$ cat src/rtl/fetch_pkg.sv
// Shared fetch/decode constants and the buffered instruction entry type.
package fetch_pkg;

  localparam logic [31:0] INSTR_BYTES = 32'd4;
  localparam logic [2:0]  FUNCT3_WORD = 3'b010;
  localparam logic [31:0] STOP_WORD   = 32'h0000_0000;

  typedef struct packed {
    logic [31:0] pc;
    logic [31:0] instr;
  } fetch_entry_t;

  typedef enum logic {
    ST_RUN  = 1'b0,
    ST_HALT = 1'b1
  } fetch_state_t;

endpackage

$ cat src/rtl/instr_fetch_unit_if.sv
// Memory read port, controller handshake and redirect bundle of the fetch stage.
interface instr_fetch_unit_if;

  logic [31:0] mem_read_address;
  logic [2:0]  mem_funct3;
  logic [31:0] mem_read_data;
  logic        instr_valid;
  logic [31:0] instr_data;
  logic [31:0] instr_pc;
  logic        instr_ready;
  logic        redirect_valid;
  logic [31:0] redirect_pc;
  logic        halted;

  // Fetch unit side.
  modport master (
    output mem_read_address, mem_funct3, instr_valid, instr_data, instr_pc, halted,
    input  mem_read_data, instr_ready, redirect_valid, redirect_pc
  );

  // Memory/controller side.
  modport slave (
    input  mem_read_address, mem_funct3, instr_valid, instr_data, instr_pc, halted,
    output mem_read_data, instr_ready, redirect_valid, redirect_pc
  );

endinterface

$ cat src/rtl/fetch_fifo.sv
// Small power-of-two FIFO of {pc, instr} entries with synchronous flush.
module fetch_fifo
  import fetch_pkg::*;
#(
  parameter int           DEPTH       = 4,
  parameter fetch_entry_t RESET_ENTRY = '0
) (
  input  logic                   clk,
  input  logic                   rst_n,
  input  logic                   push,
  input  logic                   pop,
  input  logic                   flush,
  input  fetch_entry_t           push_entry,
  output logic [$clog2(DEPTH):0] count,
  output fetch_entry_t           head
);

  localparam int PTR_W = $clog2(DEPTH);
  localparam int CNT_W = PTR_W + 1;

  fetch_entry_t       mem_q [DEPTH];
  logic [PTR_W-1:0]   wr_ptr_q;
  logic [PTR_W-1:0]   rd_ptr_q;
  logic [CNT_W-1:0]   count_q;

  // Entry storage; reset contents define the head value seen while empty.
  always_ff @(posedge clk or negedge rst_n) begin
    if (!rst_n) begin
      for (int i = 0; i < DEPTH; i++) mem_q[i] <= RESET_ENTRY;
    end else if (push && !flush) begin
      mem_q[wr_ptr_q] <= push_entry;
    end
  end

  // Pointers and occupancy; flush wins over any push or pop in the same cycle.
  always_ff @(posedge clk or negedge rst_n) begin
    if (!rst_n) begin
      wr_ptr_q <= '0;
      rd_ptr_q <= '0;
      count_q  <= '0;
    end else if (flush) begin
      wr_ptr_q <= '0;
      rd_ptr_q <= '0;
      count_q  <= '0;
    end else begin
      if (push) wr_ptr_q <= wr_ptr_q + PTR_W'(1);
      if (pop)  rd_ptr_q <= rd_ptr_q + PTR_W'(1);
      case ({push, pop})
        2'b10:   count_q <= count_q + CNT_W'(1);
        2'b01:   count_q <= count_q - CNT_W'(1);
        default: count_q <= count_q;
      endcase
    end
  end

  assign count = count_q;
  assign head  = mem_q[rd_ptr_q];

endmodule

$ cat src/rtl/instr_fetch_unit.sv
// Instruction fetch stage: PC generation, one-deep in-flight tracking,
// credit-based issue into the fetch FIFO, stop-word halt and redirect.
//
//   state   | meaning
//   --------+-----------------------------------------------------------
//   ST_RUN  | issuing while credits allow, capturing returned words
//   ST_HALT | stop word captured; no issue, stale responses dropped
module instr_fetch_unit
  import fetch_pkg::*;
#(
  parameter int          DEPTH    = 4,
  parameter logic [31:0] RESET_PC = 32'h0000_0000
) (
  input logic                clk,
  input logic                rst_n,
  instr_fetch_unit_if.master bus
);

  localparam int              CNT_W   = $clog2(DEPTH) + 1;
  localparam logic [CNT_W:0]  CREDITS = (CNT_W + 1)'(DEPTH);

  fetch_state_t state_q, state_d;
  logic [31:0]  fetch_pc_q, fetch_pc_d;
  logic         inflight_q, inflight_d;
  logic [31:0]  inflight_pc_q, inflight_pc_d;

  logic             push;
  logic             pop;
  logic             room;
  logic [CNT_W-1:0] count;
  fetch_entry_t     head;
  fetch_entry_t     push_entry;

  // Same-cycle pops are not credited, so buffered plus in-flight never exceeds DEPTH.
  assign room = ({1'b0, count} + {{CNT_W{1'b0}}, inflight_q}) < CREDITS;

  assign push_entry = '{pc: inflight_pc_q, instr: bus.mem_read_data};

  // State and fetch registers.
  always_ff @(posedge clk or negedge rst_n) begin
    if (!rst_n) begin
      state_q       <= ST_RUN;
      fetch_pc_q    <= RESET_PC;
      inflight_q    <= 1'b0;
      inflight_pc_q <= RESET_PC;
    end else begin
      state_q       <= state_d;
      fetch_pc_q    <= fetch_pc_d;
      inflight_q    <= inflight_d;
      inflight_pc_q <= inflight_pc_d;
    end
  end

  // Next state, issue, capture and pop; a redirect overrides everything else.
  always_comb begin
    state_d       = state_q;
    fetch_pc_d    = fetch_pc_q;
    inflight_d    = 1'b0;
    inflight_pc_d = inflight_pc_q;
    push          = 1'b0;
    pop           = 1'b0;
    if (bus.redirect_valid) begin
      state_d    = ST_RUN;
      fetch_pc_d = bus.redirect_pc & ~32'h3;
    end else begin
      pop = (count != '0) && bus.instr_ready;
      case (state_q)
        ST_RUN: begin
          if (inflight_q) begin
            if (bus.mem_read_data == STOP_WORD) state_d = ST_HALT;
            else                                push    = 1'b1;
          end
          if (room) begin
            inflight_d    = 1'b1;
            inflight_pc_d = fetch_pc_q;
            fetch_pc_d    = fetch_pc_q + INSTR_BYTES;
          end
        end
        ST_HALT: begin
          // The response issued alongside the stop-word capture is discarded.
        end
      endcase
    end
  end

  fetch_fifo #(
    .DEPTH       (DEPTH),
    .RESET_ENTRY (fetch_entry_t'{pc: RESET_PC, instr: 32'h0})
  ) u_fifo (
    .clk        (clk),
    .rst_n      (rst_n),
    .push       (push),
    .pop        (pop),
    .flush      (bus.redirect_valid),
    .push_entry (push_entry),
    .count      (count),
    .head       (head)
  );

  assign bus.mem_read_address = fetch_pc_q;
  assign bus.mem_funct3       = FUNCT3_WORD;
  assign bus.instr_valid      = (count != '0);
  assign bus.instr_data       = head.instr;
  assign bus.instr_pc         = head.pc;
  assign bus.halted           = (state_q == ST_HALT);

endmodule

$ cat src/flat_wrapper.sv
// flat-port wrapper written by rule: the top's interface ports become plain ports
module instr_fetch_unit_flat import fetch_pkg::*;
#(
  parameter int          DEPTH    = 4,
  parameter logic [31:0] RESET_PC = 32'h0000_0000
)
  (clk, rst_n, bus_mem_read_address, bus_mem_funct3, bus_instr_valid, bus_instr_data, bus_instr_pc, bus_halted, bus_mem_read_data, bus_instr_ready, bus_redirect_valid, bus_redirect_pc);
  instr_fetch_unit_if bus_i ();
  input logic clk;
  input logic rst_n;
  output wire logic [$bits(bus_i.mem_read_address)-1:0] bus_mem_read_address;
  output wire logic [$bits(bus_i.mem_funct3)-1:0] bus_mem_funct3;
  output wire logic [$bits(bus_i.instr_valid)-1:0] bus_instr_valid;
  output wire logic [$bits(bus_i.instr_data)-1:0] bus_instr_data;
  output wire logic [$bits(bus_i.instr_pc)-1:0] bus_instr_pc;
  output wire logic [$bits(bus_i.halted)-1:0] bus_halted;
  input wire logic [$bits(bus_i.mem_read_data)-1:0] bus_mem_read_data;
  input wire logic [$bits(bus_i.instr_ready)-1:0] bus_instr_ready;
  input wire logic [$bits(bus_i.redirect_valid)-1:0] bus_redirect_valid;
  input wire logic [$bits(bus_i.redirect_pc)-1:0] bus_redirect_pc;
  assign bus_mem_read_address = bus_i.mem_read_address;
  assign bus_mem_funct3 = bus_i.mem_funct3;
  assign bus_instr_valid = bus_i.instr_valid;
  assign bus_instr_data = bus_i.instr_data;
  assign bus_instr_pc = bus_i.instr_pc;
  assign bus_halted = bus_i.halted;
  assign bus_i.mem_read_data = bus_mem_read_data;
  assign bus_i.instr_ready = bus_instr_ready;
  assign bus_i.redirect_valid = bus_redirect_valid;
  assign bus_i.redirect_pc = bus_redirect_pc;
  instr_fetch_unit #(.DEPTH(DEPTH), .RESET_PC(RESET_PC)) u_core (.clk(clk), .rst_n(rst_n), .bus(bus_i));
endmodule
$ cat config.mk
export PLATFORM = sky130hd
export DESIGN_NAME = instr_fetch_unit_flat
export DESIGN_NICKNAME = d
export VERILOG_FILES = /design/src/rtl/fetch_pkg.sv /design/src/rtl/instr_fetch_unit_if.sv /design/src/rtl/fetch_fifo.sv /design/src/rtl/instr_fetch_unit.sv /design/src/flat_wrapper.sv
export SDC_FILE = /design/constraint.sdc
export NUM_CORES = 1
export LEC_CHECK = 0
export BUFFER_PORTS_ARGS = -buffer_cell sky130_fd_sc_hd__buf_2
export CAP_MARGIN = 20
export CORE_ASPECT_RATIO = 1.4
export CORE_MARGIN = 3
export CORE_UTILIZATION = 53
export DETAILED_ROUTE_END_ITERATION = 10
export PLACE_DENSITY_LB_ADDON = 0.15
export SLEW_MARGIN = 20
export SYNTH_ARGS = -nofsm -noshare
export SYNTH_HDL_FRONTEND = slang
export SYNTH_SLANG_ARGS = --single-unit
$ cat constraint.sdc
create_clock -name clk -period 3.2 [get_ports clk]
set_input_delay 0.16 -clock clk [delete_from_list [all_inputs] [get_ports clk]]
set_output_delay 0.16 -clock clk [all_outputs]
set_load 0.01 [all_outputs]
======== Word-level counts from Yosys, hierarchy flattened ========
Cells that the tools add are included.
word-level totals
  flip-flop bits (word level) ............. 329
  bits in read-only memories .............. 0
  output and inout port bits .............. 101
  logic and storage cells ................. 71
  bits in latches ......................... 0
  memories kept ........................... 0
  memory bits (writable) .................. 0
  bits of input ports ..................... 68
operators by class
  shift operators ......................... 0
  magnitude comparators ................... 4
  $mul .................................... 0
  $add $sub $neg .......................... 6
  divide/modulo/power cells ............... 0
  bitwise gates (word level) .............. 4
  mux-type cells .......................... 27
  eq/ne operators ......................... 3
  reductions and logical operators ........ 12
operators by type and width
  operator                                                  count
  bitwise mux 256 bit                                       1
  2-to-1 mux 64 bit                                         3
  binary-select mux 64 bit (select 2 bit)                   1
  demux 64 bit (select 2 bit)                               1
  2-to-1 mux 32 bit                                         3
  adder 32 x 3 -> 32 bit, second input constant             1
  zero test 32 bit                                          1
  2-to-1 mux 1 bit                                          12
  2-to-1 mux 2 bit                                          4
  greater-or-equal comparator 3 bit, second input constant  2
  NOT 2 -> 3 bit                                            2
  case mux 3 bit (2 select lines)                           1
  nonzero test 2 bit                                        3
  nonzero test 3 bit                                        2
  adder 2 x 1 -> 2 bit, second input constant               2
  adder 3 x 1 -> 4 bit                                      1
  < comparator 4 x 3 -> 1 bit, second input constant        1
  adder 3 x 1 -> 3 bit, second input constant               1
  logical AND 1 bit                                         3
  < comparator 3 x 1 -> 1 bit, second input constant        1
  2-to-1 mux 3 bit                                          1
  AND reduction 3 bit                                       1
  subtractor 3 x 1 -> 3 bit, second input constant          1
  == test 2 x 1 -> 1 bit, second input constant             1
  5 further kinds                                           6

======== Longest topological paths before layout ========
Gate-level depths: netlist of the first run.
  depth after elaboration ................. 8
  gate-level depth with buffers ........... 10
  gate-level depth less buffers ........... 9

======== Cells and area by module ========
A second synthesis of the first run with hierarchy kept.
second synthesis, totals
  cell total of the unflattened synthesis .. 953
  area, all modules ....................... 15,823.9 um^2
modules (own cells, without submodules)
  module            instances  area each (um^2)  cells each  seq. area each (um^2)
  fetch_fifo        1          12,707.2          656         6,581.3
  instr_fetch_unit  1          3,116.7           297         1,551.5

======== Worst setup path after synthesis of the first run ========
OpenSTA, ideal clock, no wires.
  path type ............................... input port to flip-flop
  start ................................... in bus_redirect_valid
  end ..................................... reg u_core.u_fifo.count_q[2], in the netlist u_core.u_fifo.count[2]
  stages .................................. 10
  path buffers ............................ 4
  path slack .............................. 0.588 ns
  arrival time ............................ 2.473 ns
  library setup time ...................... 0.138 ns
  required time ........................... 3.062 ns
  cells stage by stage .................... clkbuf_1 buf_1 clkbuf_1 clkbuf_1 a211oi_1 fa_1 nor2b_1 nand2_1 nor4_1 or4_1
between the ends
  cells in the longest elaborated chain, start to end .. 4
  elaborated cells on any way between the ends .. 7
  those cells by class .................... 2 x eq/ne; 4 x mux; 1 x reduce/logical
ends and longest elaborated chain
  element                                                  line                    RTL
  start, declared                                          flat_wrapper.sv:19      input wire logic [$bits(bus_i.redirect_valid)-1:0] bus_redirect_valid;
  2-to-1 mux 1 bit                                         instr_fetch_unit.sv:62  if (bus.redirect_valid) begin
  == test 2 x 1 -> 1 bit or == test 2 bit (tied branches)  fetch_fifo.sv:48        case ({push, pop})
  case mux 3 bit (2 select lines)                          fetch_fifo.sv:48
  2-to-1 mux 3 bit                                         fetch_fifo.sv:41        end else if (flush) begin
  end signal, assigned                                     fetch_fifo.sv:49        2'b10: count_q <= count_q + CNT_W'(1);
  end signal, assigned                                     fetch_fifo.sv:50        2'b01: count_q <= count_q - CNT_W'(1);
  end signal, assigned                                     fetch_fifo.sv:51        default: count_q <= count_q;
  end, declared                                            fetch_fifo.sv:24        logic [CNT_W-1:0] count_q;
Several ways; a longest one is shown, not always the timed one.
A chain may end at the register's enable or synchronous reset.

======== Worst setup path after layout of the first run ========
  start ................................... in bus_mem_read_data[9]
  end ..................................... reg u_core.u_fifo.count_q[2], in the netlist u_core.u_fifo.count[2]
between the ends
  cells in the longest elaborated chain, start to end .. 8
  elaborated cells on any way between the ends .. 10
  those cells by class .................... 2 x eq/ne; 6 x mux; 2 x reduce/logical
ends and longest elaborated chain
  element                                                  line                    RTL
  start, declared                                          flat_wrapper.sv:17      input wire logic [$bits(bus_i.mem_read_data)-1:0] bus_mem_read_data;
  zero test 32 bit (*)                                     instr_fetch_unit.sv:70  if (bus.mem_read_data == STOP_WORD) state_d = ST_HALT;
  2-to-1 mux 1 bit (*)                                     instr_fetch_unit.sv:70
  2-to-1 mux 1 bit (*)                                     instr_fetch_unit.sv:69  if (inflight_q) begin
  2-to-1 mux 1 bit (*)                                     instr_fetch_unit.sv:67  case (state_q)
  2-to-1 mux 1 bit (*)                                     instr_fetch_unit.sv:62
  == test 2 x 1 -> 1 bit or == test 2 bit (tied branches)  fetch_fifo.sv:48
  case mux 3 bit (2 select lines)                          fetch_fifo.sv:48
  2-to-1 mux 3 bit                                         fetch_fifo.sv:41
Every way passes the cells marked *; elsewhere a longest branch is shown, timed or not.

==> results of run 1 <==
stage by stage:
stage	total power [uW]	utilization, %	setup WS [ns]	cells
after floorplan	9750	-	0.588	960
after global placement	11400	58.9	0.386	1404
after detailed placement	11500	58.9	0.346	1404
after CTS	15200	65.2	0.356	1524
after global routing	15900	65.2	0.190	1524
final	15000	65.2	0.337	1524
cells by family after synthesis:
logic type / after synthesis / synth area share [%]
xor+xnor: 30 / 1.85
mux: 342 / 32.0
compound gates: 44 / 1.78
other cells: 2 / 0.0529
simple gates: 143 / 5.52
flops: 317 / 55.9
fa+ha+maj: 6 / 0.582
buf+inv: 71 / 2.33
timing repair:
action                    in CTS  in global routing
hold buffers                  64                  0
gates resized for setup        0                  0
setup buffers                  0                  0
hold endpoints to repair     255                  0
placed cells by master (no fill, tap or decap), types with 5 or more instances in the layout:
master | Yosys | routed
xnor2_1 | 21 | 21
xor2_1 | 9 | 9
clkbuf_8 | 0 | 12
nand2_1 | 51 | 51
mux2_2 | 274 | 274
nand4_1 | 9 | 9
clkbuf_1 | 24 | 8
buf_12 | 0 | 9
dfrtp_1 | 317 | 315
dlygate4sd3_1 | 0 | 64
nor2_1 | 11 | 10
mux4_2 | 62 | 62
conb_1 | 2 | 7
inv_1 | 5 | 5
clkbuf_16 | 0 | 31
o21ai_0 | 33 | 33
ha_1 | 5 | 5
nand3_1 | 16 | 16
nor3_1 | 6 | 6
and3_1 | 5 | 5
nor4_1 | 21 | 21
buf_4 | 7 | 18
buf_2 | 25 | 158
registers in the layout, summed over array words and instances (netlist names):
register	cells
u_core.u_fifo.mem_q	248
u_core.bus.mem_read_address	30
u_core.inflight_pc_q	30
u_core.u_fifo.count	3
u_core.u_fifo.rd_ptr_q	2
u_core.u_fifo.wr_ptr_q	2
u_core.bus.halted	1
u_core.inflight_q	1
area by class of cell:
cell class / instances / area [sq um] / area share (%)
sequential: 317 / 7940 / 46.3
multi-input combinational: 572 / 6000 / 35.0
timing repair buffer: 250 / 1760 / 10.3
clock buffer: 51 / 971 / 5.66
tap: 324 / 405 / 2.36
clock inverter: 5 / 50.0 / 0.292
inverter: 5 / 18.8 / 0.109
critical path, stage by stage:
cell and delay, ns:
dlygate4sd3_1 0.55, buf_2 0.16, nor4_1 0.30, nand2_1 0.19
or4_1 0.62, a211oi_1 0.31, fa_1 0.25, nor2_1 0.08
nor4b_1 0.16, or4_1 0.50
where the power goes:
group	total [uW]	internal, uW	switching, uW
clock	3590	2130	1460
sequential	6610	5580	1030
combinational	4850	2890	1950
layer usage:
layer | part of all wire [%] | GRT usage (%) | wire length (um) | vias to the layer above
met5 | 0 | 0 | 0 | -
met4 | 1.5 | 4.87 | 465 | 0
met3 | 4.4 | 3.47 | 1370 | 37
met2 | 51 | 38.6 | 16000 | 168
met1 | 43 | 29.4 | 13400 | 4529
li1 | - | - | - | 3943
path summary, 6_finish.rpt:
kind                                     startpoint                       end  slack [ns]  cells after the start
max                            bus_mem_read_data[9]    u_core.u_fifo.count[2]        0.34                     10
min                                 bus_instr_ready    u_core.u_fifo.count[2]        0.03                      4
max reg2reg                  u_core.u_fifo.count[0]    u_core.u_fifo.count[2]        0.56                      8
min reg2reg                u_core.u_fifo.mem_q[136]  u_core.u_fifo.mem_q[136]        0.49                      1
max in group asynchronous                     rst_n  u_core.u_fifo.mem_q[176]        2.08                      3
min in group asynchronous                     rst_n   u_core.u_fifo.mem_q[81]        0.23                      2
==> run metrics, run 1 <==
Area after DPL=between 15,000 and 20,000 sq um; nets=around 1,300; Design Area, Final=about 17,000 sq um; YS warnings=0; Synth top area share=a little under three fifths; DRT antenna net count=0; commonest cells in the netlist=dfrtp_1, mux2_2, mux4_2; RSZ-0062 raised after global routing=false; Avg Vias per Cell=~5.7; layout cells sized above 1=between 40% and 50%; critical path arrival=between 3 and 4 ns; setup TNS=0 ns; HP Class=input port to flip-flop; final worst clock skew=~0.0087 ns; area grow syn2layout=20.7%; All-Layer GR Usage=about 22%; CP Data Required Time=3.62 ns; global route overflow=0; via count=8,677; Max clock buf depth=3; chip height=200 um; drt wl/cell=20.5 um; Worst Hold Margin=between 0.02 and 0.03 ns; Synth area leaders=dfrtp_1, mux2_2, mux4_2, nand2_1, xnor2_1; status=complete, no violations; first-pass GRT wire length=around 50,000 um; clock root cell=clkbuf_16; CTS tree=done; full die area=just under 30,000 sq um; Inserted Diodes=0; First DRT Iteration DRCs=approximately 360; initial core utilization=between 50 and 60%; Pins Over Slew Limit=0; Seq/Total Area, Yosys=about 56%; Slew headroom=46.7%; Ports=between 150 and 200; antenna violations before repair=0; post-synthesis cell count=between 900 and 1,000; FF+latch count, synth=approximately 320; leak pwr=around 0.0076 uW; average size of a mapped cell=around 15 sq um; Distinct cells, synth=between 40 and 50; WL final=~31,000 um; Synth area leader=dfrtp_1; row cnt=70; fmax=~0.35 GHz; CTS sink cnt=approximately 320; final hold vios=0; fin crit share=about nine tenths; Pwr Density=877 nW/um^2; EDFF count, synth=0; DP HPWL=between 15,000 and 20,000 um; dominant synthesized flop cell=dfrtp_1; most common cell in the synthesized netlist=dfrtp_1; core area=about 26,000 sq um; Port Buffer Count=around 160; CP Launch Type=input port; Skew-Pair Late Insertion Delay=roughly 0.55 ns; # fillers=slightly below 2,000; worst vdd ir=a little over 0.0006 V; worst slew pin tran=between 0.7 and 0.8 ns; Max Cap Violations=0; CP Max Fanout=5; CTS H-tree lvls=1; TritonCTS Buffers=31; DR pass1 iterations=4; RePlAce Congestion=around 0.77; Chip Width=around 140 um; Reg clk slew, reported paths=approximately 0.060 ns; Setup-failing EPs final=0; Post-Syn Area=roughly 14,000 sq um; critical path capture point type=flip-flop; async set or reset register ratio after synthesis=100%; Final min period=around 2.9 ns; DR DRC count=0; vias in the first global route=slightly above 9,000; Worst Setup Path Type=input port to flip-flop; largest net degree at the start of global routing=a little over 100
(Power assumes the default switching activity.)
==> run 2: changes to the inputs <==
- clock period: 3.2 -> 3 ns (I/O delays scaled with it)
==> run metrics, run 2 (same netlist as run 1, synthesis figures left out) <==
grt met1 use=29.9% (+0.44 points); status=complete, no violations; final worst clock skew=0.0113 ns (+0.00268 ns); Largest register FFs=248 (unchanged); vias in the first global route=9,311 (+0.62%); Max clock buf depth=3 (unchanged); DR DRC count=0 (unchanged); leak pwr=0.00764 uW (+0.75%); antenna violations before repair=0 (unchanged); final setup margin=0.153 ns (-0.184 ns); final hold vios=0 (unchanged); CP Data Required Time=3.41 ns (-0.21 ns); Slew headroom=48.8% (+2.1 points); clock root cell=clkbuf_16; WL final=31,500 um (+0.73%); Setup-failing EPs final=0 (unchanged); Sequential Area=7940 sq um (unchanged); most frequent cells in the layout=dfrtp_1, mux2_2, buf_2; Final Core Density=65.7% (+0.46 points); via count=8,725 (+0.55%); RSZ-0062 raised after global routing=false; Worst Setup Path Type=input port to flip-flop; RR Endpoint=u_core.u_fifo.count[2]; Inserted Diodes=0 (unchanged); Overall Power=16,300 uW (+8.3%); Critical Path Source=bus_mem_read_data[29]; dpl ws=0.123 ns (-0.222 ns); Avg Vias per Cell=5.71 (+0.36%); Biggest register=u_core.u_fifo.mem_q; initial core utilization=54.0% (unchanged); Pwr Density=944 nW/um^2 (+7.6%); HP Class=input port to asynchronous set/reset pin; Chip Width=144 um (unchanged); # fillers=1,923 (-0.052%); full die area=28,800 sq um (unchanged); postcts setup bufs=0 (unchanged); RePlAce Congestion=0.762 (-0.60%); CP Launch Type=input port; fin crit share=94.9%; nets=1,255 (+0.32%); Max Cap Violations=0 (unchanged); fmax=approximately 0.35 GHz; CTS tree=done; critical path arrival=3.26 ns (-0.02 ns); Ports=169 (unchanged); drt wl/cell=20.6 um (+0.53%); worst slew pin tran=0.767 ns (-0.0321 ns); largest net degree at the start of global routing=100 (-2.0%); TritonCTS Buffers=31 (unchanged); global route overflow=0 (unchanged); worst reg2reg path depth=8 (unchanged); Reg clk slew, reported paths=0.06 ns (about the same); met2 usage=38.1% (-0.45 points); Final min period=2.85 ns; Skew-Pair Late Insertion Delay=0.54 ns (about the same); most common cell after layout, fill and taps aside=dfrtp_1; CTS sink cnt=317 (unchanged); First DRT Iteration DRCs=369 (+2.2%); flop-to-flop setup slack=0.52 ns (-0.04 ns); critical path capture point type=flip-flop; CP Max Fanout=5 (unchanged); core area=26,300 sq um (unchanged); M3 GR Usage=3.52% (+0.048 points); area grow syn2layout=21.6%; RR Startpoint=u_core.u_fifo.count[0]; DR pass1 iterations=4 (unchanged); chip height=200 um (unchanged); row cnt=70 (unchanged); CTS H-tree lvls=1 (unchanged); multi-input logic area=6000 sq um (+0.10%); gr busiest metal=met2; Port Buffer Count=159 (unchanged); All-Layer GR Usage=22.1% (about the same); worst vdd ir=0.000705 V (+17%); layout cells sized above 1=48.8% (+0.46 points); DP HPWL=19,600 um (-0.69%); DRT antenna net count=0 (unchanged); Pins Over Slew Limit=0 (unchanged); first-pass GRT wire length=50,400 um (+0.18%); setup TNS=0 ns (unchanged)
[run 2: cell type report]
type,instances,area share (%)
Inverter,5,0.109
Multi-Input combinational cell,572,34.8
Timing Repair Buffer,254,10.5
Sequential cell,317,46.0
Clock buffer,43,5.22
Tap cell,324,2.35
Clock inverter,12,1.07
[run 2: per-layer routing]
| layer | part of all wire (%) | vias up |
|---|---|---|
| li1 | - | 3962 |
| met1 | 43 | 4542 |
| met2 | 52 | 187 |
| met3 | 4.1 | 34 |
| met4 | 1.6 | 0 |
| met5 | 0 | - |
[run 2: worst max-delay path by stage]
stage                                        end  depth (start not counted)
after detailed placement  u_core.u_fifo.count[2]                          9
after global placement    u_core.u_fifo.count[2]                          9
after floorplan           u_core.u_fifo.count[2]                         10
after CTS                 u_core.u_fifo.count[2]                         10
final                     u_core.u_fifo.count[2]                         11
after global routing      u_core.u_fifo.count[2]                         11
[run 2: worst max-delay path, cell delays in order]
cell and delay [ns]:
dlygate4sd3_1 0.55, buf_2 0.16, nor4_1 0.28, buf_4 0.16
nand2_1 0.06, or4_1 0.60, a211oi_1 0.28, fa_1 0.23
nor2_1 0.08, nor4b_1 0.19, or4_1 0.51
[run 2: power breakdown]
group / total (uW) / switching [uW] / internal (uW) / leakage, uW
sequential: 6970 / 1010 / 5960 / 0.00401
clock: 4090 / 1590 / 2510 / 0.000542
combinational: 5230 / 2150 / 3080 / 0.00310
total: 16300 / 4750 / 11500 / 0.00764
[run 2: what timing repair did]
item                                    CTS  global route
hold buffers                             65             0
endpoints found under the hold margin   252             0
resized for setup                         0             1
endpoints found under the setup margin    0             1
[run 2: metrics by stage]
step	hold WS [ns]	area [sq um]	std cells
after floorplan	-0.146	14200	960
final	0.247	17300	1527
after global placement	0.251	15500	1406
after detailed placement	0.254	15500	1406
after CTS	0.270	17200	1526
after global routing	0.287	17300	1527
==> run 3: changes to the inputs <==
- CORE_UTILIZATION: 53 -> 50
==> run metrics, run 3 (same netlist as run 1, synthesis figures left out) <==
Skew-Pair Late Insertion Delay=0.56 ns (+0.02 ns); CP Max Fanout=5 (unchanged); Chip Width=148 um (+2.8%); area grow syn2layout=22.1%; vias in the first global route=9,376 (+0.70%); RePlAce Congestion=0.767 (+0.70%); Max clock buf depth=3 (unchanged); largest net degree at the start of global routing=96 (-4.0%); WL met2=17,000 um (+4.3%); critical path arrival=3.23 ns (-0.03 ns); First DRT Iteration DRCs=326 (-12%); crit-path cells=dlygate4sd3_1 > buf_2 > nor4_1 > nand2_1 > or4_1 > a211oi_2 > fa_1 > nor2_1 > nor4b_1 > or4_1; global route overflow=0 (unchanged); worst vdd ir=0.000498 V (-29%); initial core utilization=51.0% (-3.0 points); Inserted Diodes=0 (unchanged); Final Non-Filler Cells=1,577 (+3.3%); DP HPWL=20,200 um (+3.1%); Pins Over Slew Limit=0 (unchanged); Final min period=2.82 ns (-0.0301 ns); CP Data Required Time=3.42 ns (about the same); drt wl/cell=20.7 um (+0.27%); Routed met3 length=1260 um (-1.8%); final hold vios=0 (unchanged); most common cell after layout, fill and taps aside=dfrtp_1; fmax=0.355 GHz (+1.1%); cell family with most CP delay=simple AND/OR/NAND/NOR gates; HP Class=input port to flip-flop; most frequent cells in the layout=dfrtp_1, mux2_2, buf_2; row cnt=72 (+2.9%); CTS sink cnt=317 (unchanged); first-pass GRT wire length=51,800 um (+3.0%); worst path buffer plus inverter count=2 (-1); RSZ-0062 raised after global routing=false; Worst Setup Path Type=input port to flip-flop; top routing layer in use=met4; via count=8,732 (+0.080%); leak pwr=0.00765 uW (about the same); Port Buffer Count=159 (unchanged); nets=1,257 (+0.16%); Largest register FFs=248 (unchanged); antenna violations before repair=0 (unchanged); WL final=32,600 um (+3.6%); final worst clock skew=0.0154 ns (+0.00410 ns); Biggest register=u_core.u_fifo.mem_q; layout cells sized above 1=49.0% (+0.25 points); Met1 Wirelength=13,800 um (+3.1%); core area=27,800 sq um (+5.9%); CTS H-tree lvls=1 (unchanged); CP Launch Type=input port; Avg Vias per Cell=5.54 (-3.1%); setup TNS=0 ns (unchanged); fin crit share=93.9% (-1.0 points); Critical Path Most Common Cell=or4_1; worst slew pin tran=0.778 ns (+0.0105 ns); Reg clk slew, reported paths=0.06 ns (about the same); critical path capture point type=flip-flop; CP peak stage delay=0.58 ns (-0.02 ns); chip height=205 um (+2.9%); All-Layer GR Usage=21.5% (-0.66 points); status=complete, no violations; DRT antenna net count=0 (unchanged); Slew headroom=48.1% (-0.70 points); DR pass1 iterations=4 (unchanged); DR DRC count=0 (unchanged); Ports=169 (unchanged); clock root cell=clkbuf_16; Setup-failing EPs final=0 (unchanged); Crit-path slowest cell=or4_1; full die area=30,500 sq um (+5.8%); CTS tree=done; placed cell count=1,456 (+3.6%); TritonCTS Buffers=31 (unchanged); Max Cap Violations=0 (unchanged); Pwr Density=949 nW/um^2 (+0.49%)
run 3: changes by cell type in the layout (fill, tap and decap cells not counted), sizes merged:
cell,previous run,this run
buf,189,193
clkbuf,43,41
clkinvlp,0,3
dlygate4sd3,65,63
bufinv,5,6
run 3: final timing paths:
path	start	end	cells past startpoint	slack [ns]
setup / recovery	bus_mem_read_data[25]	u_core.u_fifo.count[2]	10	0.18
hold / removal	bus_instr_ready	u_core.u_fifo.count[2]	4	0.03
setup reg to reg	u_core.u_fifo.count[0]	u_core.u_fifo.count[2]	8	0.52
hold reg to reg	u_core.u_fifo.mem_q[173]	u_core.u_fifo.mem_q[173]	1	0.49
max in group asynchronous	rst_n	u_core.u_fifo.mem_q[106]	3	1.86
min in group asynchronous	rst_n	u_core.u_fifo.mem_q[209]	2	0.20
run 3: worst register-to-register path, stage by stage (launching register included):
cell and delay (ns):
dfrtp_1 0.47, or3_1 0.44, nand2_1 0.12, a211oi_2 0.06, fa_1 0.38, nor2b_1 0.17
o211ai_1 0.14, o311ai_0 0.14, or4_1 0.43
run 3: through the flow:
step / worst slack [ns] / hold slack, ns / total power, uW / util (%) / cell area [sq um]
after floorplan: 0.398 / -0.146 / 10400 / - / 14200
after global placement: 0.150 / 0.240 / 12200 / 56.0 / 15600
after detailed placement: 0.0780 / 0.237 / 12400 / 56.0 / 15600
after CTS: 0.131 / 0.0113 / 16700 / 62.3 / 17300
after global routing: 0.0510 / 0.0273 / 17400 / 62.3 / 17300
final: 0.183 / 0.0316 / 16500 / 62.3 / 17300
run 3: layer usage:
layer  global-route usage, %  up-vias
met5                       0        -
li1                        -     3955
met1                    28.0     4577
met4                    5.05        0
met2                    38.0      162
met3                    3.30       38
run 3: layout make-up:
cell class / count / area [sq um]
Clock inverter: 16 / 238
Multi-Input combinational cell: 572 / 6000
Timing Repair Buffer: 256 / 1820
Tap cell: 370 / 463
Inverter: 5 / 18.8
Clock buffer: 41 / 863
Sequential cell: 317 / 7940
Fill cell: 2091 / 10500
run 3: what timing repair did:
| action | in CTS | in global routing |
|---|---|---|
| endpoints found under the hold margin | 246 | 0 |
| setup buffers | 0 | 1 |
| hold buffers | 63 | 0 |
| resized for setup | 0 | 1 |
| endpoints found under the setup margin | 0 | 1 |
run 3: where the power goes:
group / internal [uW] / switching [uW] / leakage (uW)
registers: 5960 / 1060 / 0.00401
logic: 3110 / 2130 / 0.00311
clock network: 2530 / 1670 / 0.000536
